--- config.mk ---
export PLATFORM = sky130hd
export DESIGN_NAME = braille_number_serializer
export DESIGN_NICKNAME = d
export VERILOG_FILES = /design/src/rtl/braille_pkg.sv /design/src/rtl/braille_digit_cell.sv /design/src/rtl/braille_number_serializer.sv
export SDC_FILE = /design/constraint.sdc
export NUM_CORES = 1
export LEC_CHECK = 0
export BUFFER_PORTS_ARGS = -buffer_cell sky130_fd_sc_hd__buf_2
export CORE_MARGIN = 1.5
export CORE_UTILIZATION = 48
export DETAILED_ROUTE_END_ITERATION = 10
export PLACE_DENSITY_LB_ADDON = 0.05
export SLEW_MARGIN = 10
export SYNTH_ARGS = -nofsm -noshare
export SYNTH_HDL_FRONTEND = slang
export SYNTH_HIERARCHICAL = 1
export SYNTH_SLANG_ARGS = --single-unit
--- constraint.sdc ---
create_clock -name clk -period 2.6 [get_ports clk]
set_input_delay 0.13 -clock clk [delete_from_list [all_inputs] [get_ports clk]]
set_output_delay 0.13 -clock clk [all_outputs]
set_load 0.01 [all_outputs]
--- src/rtl/braille_pkg.sv ---
`default_nettype none
// ============================================================================
// Module : braille_pkg
// Brief  : Shared cell type, FSM states and the 6-dot digit cell table.
// Rev    : 1.0
// ============================================================================
package braille_pkg;

  typedef logic [5:0] cell_t;

  typedef enum logic [1:0] {
    IDLE  = 2'd0,
    SIGN  = 2'd1,
    DIGIT = 2'd2
  } state_t;

  localparam cell_t CELL_NUM_SIGN = 6'h3C;
  localparam cell_t CELL_ERR      = 6'h3F;
  localparam cell_t CELL_BLANK    = 6'h00;

  // Entry k is the cell for digit k; entry 9 is written first.
  localparam logic [9:0][5:0] DIGIT_CELL_TBL = {
    6'h0A, 6'h13, 6'h1B, 6'h0B, 6'h11,
    6'h19, 6'h09, 6'h03, 6'h01, 6'h1A
  };

endpackage
`default_nettype wire

--- src/rtl/braille_digit_cell.sv ---
`default_nettype none
// ============================================================================
// Module : braille_digit_cell
// Brief  : Combinational BCD digit to 6-dot Braille cell, flags values > 9.
// Rev    : 1.0
// ============================================================================
module braille_digit_cell
  import braille_pkg::*;
(
  input  logic [3:0] bcd_i,
  output logic [5:0] cell_o,
  output logic       err_o
);

  always_comb begin
    cell_o = CELL_ERR;
    err_o  = 1'b1;
    if (bcd_i <= 4'd9) begin
      cell_o = DIGIT_CELL_TBL[bcd_i];
      err_o  = 1'b0;
    end
  end

endmodule
`default_nettype wire

--- src/rtl/braille_number_serializer.sv ---
`default_nettype none
// ============================================================================
// Module : braille_number_serializer
// Brief  : Serialises a packed BCD number into 6-dot Braille cells, MSD first.
// Rev    : 1.0
// ============================================================================
module braille_number_serializer
  import braille_pkg::*;
#(
  parameter int NUM_DIGITS  = 4,
  parameter bit EMIT_SIGN   = 1'b1,
  parameter bit SUPPRESS_LZ = 1'b1
) (
  input  logic                    clk,
  input  logic                    reset,
  input  logic [4*NUM_DIGITS-1:0] in_bcd,
  input  logic                    in_valid,
  output logic                    in_ready,
  output logic [5:0]              out_cell,
  output logic                    out_valid,
  input  logic                    out_ready,
  output logic                    out_last,
  output logic                    out_err
);

  localparam int IDX_W = (NUM_DIGITS > 1) ? $clog2(NUM_DIGITS) : 1;
  localparam int BCD_W = 4 * NUM_DIGITS;

  typedef logic [IDX_W-1:0] idx_t;

  localparam idx_t MSD_IDX = idx_t'(NUM_DIGITS - 1);

  state_t             state_q, state_d;
  idx_t               idx_q, idx_d;
  idx_t               start_q, start_d;
  logic [BCD_W-1:0]   bcd_q, bcd_d;
  cell_t              cell_q, cell_d;
  logic               valid_q, valid_d;
  logic               last_q, last_d;
  logic               err_q, err_d;

  idx_t               start_idx;
  logic [3:0]         digit_sel;
  cell_t              digit_cell;
  logic               digit_err;

  // Highest non-zero digit wins; invalid digits (A..F) count as non-zero.
  always_comb begin
    start_idx = MSD_IDX;
    if (SUPPRESS_LZ) begin
      start_idx = '0;
      for (int k = 0; k < NUM_DIGITS; k++) begin
        if (in_bcd[4*k +: 4] != 4'd0) begin
          start_idx = idx_t'(k);
        end
      end
    end
  end

  always_comb begin
    state_d = state_q;
    idx_d   = idx_q;
    start_d = start_q;
    bcd_d   = bcd_q;
    unique case (state_q)
      IDLE: begin
        if (in_valid) begin
          bcd_d   = in_bcd;
          start_d = start_idx;
          idx_d   = start_idx;
          state_d = EMIT_SIGN ? SIGN : DIGIT;
        end
      end
      SIGN: begin
        if (out_ready) begin
          state_d = DIGIT;
          idx_d   = start_q;
        end
      end
      DIGIT: begin
        if (out_ready) begin
          if (idx_q == '0) begin
            state_d = IDLE;
          end else begin
            idx_d = idx_q - idx_t'(1);
          end
        end
      end
      default: state_d = IDLE;
    endcase
  end

  // Outputs are registered, so the cell is looked up from next-state values.
  always_comb begin
    digit_sel = 4'd0;
    for (int k = 0; k < NUM_DIGITS; k++) begin
      if (idx_d == idx_t'(k)) begin
        digit_sel = bcd_d[4*k +: 4];
      end
    end
  end

  braille_digit_cell u_digit_cell (
    .bcd_i  (digit_sel),
    .cell_o (digit_cell),
    .err_o  (digit_err)
  );

  always_comb begin
    cell_d  = CELL_BLANK;
    valid_d = 1'b0;
    last_d  = 1'b0;
    err_d   = 1'b0;
    case (state_d)
      SIGN: begin
        cell_d  = CELL_NUM_SIGN;
        valid_d = 1'b1;
      end
      DIGIT: begin
        cell_d  = digit_cell;
        valid_d = 1'b1;
        last_d  = (idx_d == '0);
        err_d   = digit_err;
      end
      default: ;
    endcase
  end

  always_ff @(posedge clk) begin
    if (reset) begin
      state_q <= IDLE;
      idx_q   <= '0;
      start_q <= '0;
      bcd_q   <= '0;
      cell_q  <= CELL_BLANK;
      valid_q <= 1'b0;
      last_q  <= 1'b0;
      err_q   <= 1'b0;
    end else begin
      state_q <= state_d;
      idx_q   <= idx_d;
      start_q <= start_d;
      bcd_q   <= bcd_d;
      cell_q  <= cell_d;
      valid_q <= valid_d;
      last_q  <= last_d;
      err_q   <= err_d;
    end
  end

  assign in_ready  = (state_q == IDLE);
  assign out_cell  = cell_q;
  assign out_valid = valid_q;
  assign out_last  = last_q;
  assign out_err   = err_q;

endmodule
`default_nettype wire

Yosys cells after proc, flatten, opt, wreduce, memory -nomap -nowiden. Memory sizes are Yosys's and may differ from the RTL's. Cells that the tools add are included.

Output and inout port bits: 10. Bits of input ports: 20. Logic and storage cells: 53. ROM bits: 96. Register bits after elaboration: 31. Memories kept: 1.

Memory list: (no name shown) (depth 16, width 6, read ports 1, clocked after memory_dff 0, wr ports 0, line braille_digit_cell.sv:19) `cell_o = DIGIT_CELL_TBL[bcd_i];`.

Muxes and demuxes: 24. Equal/unequal tests: 7. $add $sub $neg: 1. Bitwise gates (word level): 1. Order comparisons: 2. Reductions and logical operators: 9.

Operators by type and width (count): 16-bit two-way mux (2); 2-bit two-way mux (10); 4-bit two-way mux (4); 6-bit two-way mux (2); 2-bit one-hot mux with 3 select lines (2); 6-bit one-hot mux with 2 select lines (1); 4-bit nonzero test (3); 2-bit == test, second input constant (4); 2-bit by 1-bit == test with 1-bit output, second input constant (3); 2-bit logical NOT (3); 4-bit by 5-bit less-than comparator with 1-bit output, second input constant (1); 4-bit <= comparator, second input constant (1); 2-bit OR reduction (2); 1-bit two-way mux (3); 2-bit AND reduction (1); 2-bit by 1-bit subtractor with 2-bit output, second input constant (1); 1-bit inverter (1).

Longest topological paths before layout.
Depth after elaboration: 15. Mapped depth: 14. Gate-level depth less buffers: 11.

By module. The synthesis kept the hierarchy.

By module, submodules not included: braille_number_serializer (times used 1, sequential area each 620.6 sq um, cells each 137, area each 1330.0 sq um); braille_digit_cell (times used 1, sequential area each 0.0 sq um, cells each 19, area each 151.4 sq um).

Worst setup path after synthesis. OpenSTA, ideal clock, no wires.

Path type: register -> register. Start point: register state_q[1]. End point: register cell_q[3] (netlist: out_cell[3]). Clock period less this slack: 2.682 ns. Arrival time: 2.554 ns. Cell stages (with the launch flop): 14. Path slack: -0.082 ns. Required time: 2.471 ns. Setup time: 0.129 ns. Buffers on the path: 2. Path through: dfxtp_1 > buf_2 > nor2_1 > and2_1 > buf_2 > o21ai_1 > o221ai_1 > mux2_2 > inv_1 > ha_1 > nor2_1 > o32a_2 > a21oi_1 > nor3_1.

Longest elaborated chain between the ends: 11. Elaborated cells between the ends (all ways): 25. Those cells by class: order compare: 1; eq/ne: 7; mux: 14; reduce/logical: 2; memory: 1.

Ends and longest elaborated chain: start, declared (line braille_number_serializer.sv:33) `state_t state_q, state_d;`; start signal, assigned (line braille_number_serializer.sv:140) `state_q <= state_d;`; 2-bit logical NOT (*); net in_ready (line braille_number_serializer.sv:18) `output logic in_ready,`; 2-bit one-hot mux with 3 select lines (line braille_number_serializer.sv:65) `unique case (state_q)`; 2-bit logical NOT (line braille_number_serializer.sv:97) `if (idx_d == idx_t'(k)) begin`; 4-bit two-way mux (3 in series) (line braille_number_serializer.sv:97); 4-bit two-way mux (*) (line braille_number_serializer.sv:97); net digit_sel[1] (line braille_number_serializer.sv:43) `logic [3:0] digit_sel;`; memory 16 x 6 bit; 6-bit two-way mux (not written as such) (line braille_digit_cell.sv:19); 6-bit two-way mux (*) (line braille_digit_cell.sv:18) `if (bcd_i <= 4'd9) begin`; net digit_cell[3] (line braille_number_serializer.sv:44) `cell_t digit_cell;`; 6-bit one-hot mux with 2 select lines (*) (line braille_number_serializer.sv:114) `case (state_d)`; end signal, assigned (line braille_number_serializer.sv:144) `cell_q <= cell_d;`; end, declared (line braille_number_serializer.sv:37) `cell_t cell_q, cell_d;`.

Mark *: on every way through the listed nets, which the timed path passes. The rest lies on a longest branch. The select of a mux whose other input is x is not followed. A chain may end at the register's enable or synchronous reset.

Worst setup path in the final report.
Start point: input port in_bcd[8]. End point: register cell_q[3] (netlist: out_cell[3]).

Longest elaborated chain between the ends: 14. Elaborated cells between the ends (all ways): 20. Those cells by class: order compare: 1; eq/ne: 3; mux: 13; reduce/logical: 2; memory: 1.

Ends and longest elaborated chain: start, declared (line braille_number_serializer.sv:16) `input logic [4*NUM_DIGITS-1:0] in_bcd,`; 4-bit nonzero test (line braille_number_serializer.sv:53) `if (in_bcd[4*k +: 4] != 4'd0) begin`; 2-bit two-way mux (2 in series) (line braille_number_serializer.sv:53); 2-bit two-way mux (line braille_number_serializer.sv:67) `if (in_valid) begin`; 2-bit one-hot mux with 3 select lines (line braille_number_serializer.sv:65); 2-bit logical NOT (line braille_number_serializer.sv:97); 4-bit two-way mux (3 in series) (line braille_number_serializer.sv:97); 4-bit two-way mux (*) (line braille_number_serializer.sv:97); net digit_sel[0] (line braille_number_serializer.sv:43); memory 16 x 6 bit; 6-bit two-way mux (not written as such) (line braille_digit_cell.sv:19); 6-bit two-way mux (*) (line braille_digit_cell.sv:18); net digit_cell[3] (line braille_number_serializer.sv:44); 6-bit one-hot mux with 2 select lines (*) (line braille_number_serializer.sv:114).

Marks and branches as above.

==> flow_summary.ini <==
[logic_synthesis]
ys_seq_area_share_pct = 41.9
synth_top_cell_by_area = dfxtp_1
avgSynthCellArea_sq_um = 9.50
synth_area_leaders = dfxtp_1, mux2i_1, nor2_1
yosysWarnings = 6
async_reset_ff_share_pct = 0
syn_nets = 181
synth-seq-cells = 31
synth.most_common_cell = dfxtp_1
synthDistinctLibCells = 34
synth_top_area_share_pct = 41.9
synthCells = 156
syn_area_sq_mm = 0.00148
synth.top_cells.by_count = dfxtp_1, nor2_1, mux2i_1
synth_flop_cell = dfxtp_1
synth_edf_count = 0

[cells_and_area]
final_nets = 227
syn_to_final_growth_pct = 32.9
antenna_cells = 0
finalNonFillerCells = 232
fin_area_sq_mm = 0.00197
drive_gt1_share_pct = 40.8

[pwr]
pwr-share-seq_pct = 43.8
p_sw_uw = 375
ir_worst_vdd_mv = 0.356
p_int_uw = 825
power.density_mw_per_mm2 = 609
p_leak_uw = 0.000895
p_comb_share_pct = 35.9
p_clk_share_pct = 20.3
p_sw_share_pct = 31.2

[drt]
drt-pass1-iter-count = 4
ant_nets = 0
vias_per_cell = 5.41
remaining_drc_errors = 0
wl_microns = 3530
num_vias = 1256
wire_per_inst_microns = 15.2
drt_iter0_drc = 60

[sta]
setup_violations = 0
fin_skew_ns = 0.00545
fmax_mhz = 398
max_slew_margin_pct = 66.9
holdWs_ns = 0.0798
slew_violations = 0
worstMarginPinSlew_ns = 0.496
final.period_utilization_pct = 96.6
hold_violations = 0
post-route-min-period_ns = 2.51

[clocking]
cts_tree = yes
insertion_delay_ns = 0.32
cts_max_level = 2
clk_pin_slew_ns = 0.09
clockRootBuffer = clkbuf_4
cts_sinks = 31
cts_inserted_buffers = 5
ctsLongestPathBuffers = 2
cts_hold_buffers = 0

[die]
dieHeight_microns = 58.6
pin_count = 30
dieArea_sq_mm = 0.00343
num_rows = 19
die_w_microns = 58.6
initial_core_util_pct = 51.9
core_sq_mm = 0.00285

[min_path]
hp-class = in -> reg
worstHoldStart = in_bcd[14]
holdPathEnd = bcd_q[14]
hold_path_depth = 3

[placement]
port_buffers = 29
place_area_sq_mm = 0.00177
placed_cells = 225
gp_congestion = 0.792
dp_hpwl_microns = 2420

[worst_setup_path]
reg2reg_to = out_cell[4]
crit_arrival_ns = 2.71
cp-start-kind = input port
endpoint_kind = flip-flop
crit_slowest_cell = or4_4
regToRegSetupSlack_ns = 0.09
r2r_cells = 11
slowest_delay_ns = 0.53
path_cells = buf_2 > or4_4 > o21ba_1 > o221ai_4 > mux2i_1 > mux2_4 > inv_1 > ha_4 > nor2_1 > o32a_2 > a21oi_2 > nor3_1
critical_path_class = in -> reg
required_ns = 2.79
worstPathMaxFanout = 8
r2r_start = state_q[0]

[grt]
grt_pass1_wl_microns = 5380
antenna_found_initial = 0
track_usage_pct = 21.0
first_global_vias = 1233
grt_max_degree = 29
grt_overflow = 0

[run_status]
outcome = completed

[flow_run]
drv_cap = 0
-- flip-flops by register name, summed over array words and instances (netlist names) --
register   count
bcd_q         16
idx_q          2
out_cell       6
out_err        1
out_last       1
out_valid      1
start_q        2
state_q        2
-- what timing repair did --
item,in CTS,in global routing
gates resized for setup,8,27
setup buffers,0,1
pin swaps,0,1
endpoints found under the setup margin,5,4
-- kinds of logic (layout without fill, tap and decap cells) --
kind of cell | Yosys count | in the layout | share of synthesized area (%)
muxes | 29 | 29 | 19.9
DFF | 31 | 31 | 41.9
buffers and inverters | 15 | 60 | 5.07
AOI/OAI and AO/OA | 21 | 21 | 9.97
adders and majority gates | 5 | 5 | 4.22
and+or+nand+nor | 55 | 55 | 18.9
-- final cells by class --
class	count	area, sq um
well taps	31	38.8
multi-input cells	110	935
inverters	6	22.5
clock buffers	6	41.3
repair buffers	48	304
flip-flops and latches	31	628
fillers	236	883
-- worst max path at each step --
stage / from / end / slack, ns / cells after the start
floorplan: state_q[1] / out_cell[3] / 0.04 / 13
global placement: in_bcd[8] / out_cell[3] / -0.20 / 12
detailed placement: in_bcd[8] / out_cell[3] / -0.36 / 12
CTS: state_q[0] / out_cell[3] / 0.01 / 12
global route: state_q[0] / out_cell[3] / -0.06 / 11
finish: in_bcd[8] / out_cell[3] / 0.09 / 12
-- worst max-delay path, delay by kind of cell --
family,cells,cell delay (ns)
compound gates,4,1.08
simple gates,3,0.63
mux,2,0.49
buf+inv,2,0.22
fa+ha+maj,1,0.15
-- per-stage QoR --
stage / power (uW) / setup TNS (ns) / setup WS, ns / util [%]
2_1_floorplan: 780 / 0 / 0.0397 / -
3_3_place_gp: 881 / -0.579 / -0.200 / 62.0
3_5_place_dp: 894 / -1.41 / -0.361 / 62.0
4_1_cts: 1140 / 0 / 0.0149 / 64.3
5_1_grt: 1270 / -0.0940 / -0.0614 / 69.0
6_report: 1200 / 0 / 0.0872 / 69.0
-- power by group through the flow --
stage	clock network, uW	logic [uW]	registers, uW
global placement	0	349	532
floorplan	0	247	534
global route	272	467	530
finish	243	431	526
CTS	249	371	523
detailed placement	0	361	533
-- per-layer routing --
| metal | track usage (%) | part of all wire (%) |
|---|---|---|
| met4 | 9.97 | 2.0 |
| met2 | 33.4 | 51 |
| met1 | 27.1 | 44 |
| met5 | 0 | 0 |
| met3 | 4.62 | 3.1 |
-- cell usage in the layout, fill, tap and decap left out, drive strengths merged --
cell / Yosys / final
a211o: 1 / 1
a211oi: 1 / 1
a21o: 1 / 1
a21oi: 8 / 8
and2: 1 / 1
and3b: 1 / 1
buf: 6 / 48
clkbuf: 3 / 6
dfxtp: 31 / 31
ha: 5 / 5
inv: 6 / 6
mux2: 4 / 4
mux2i: 25 / 25
nand2: 4 / 4
nand2b: 6 / 6
nor2: 27 / 27
nor2b: 2 / 2
nor3: 5 / 5
nor3b: 3 / 3
nor4: 1 / 1
nor4bb: 1 / 1
o21a: 1 / 1
o21ai: 4 / 4
o21ba: 1 / 1
o221ai: 2 / 2
o32a: 2 / 2
or2b: 1 / 1
or3b: 1 / 1
or4: 2 / 2
No activity file was read; power rests on OpenSTA's default activity.
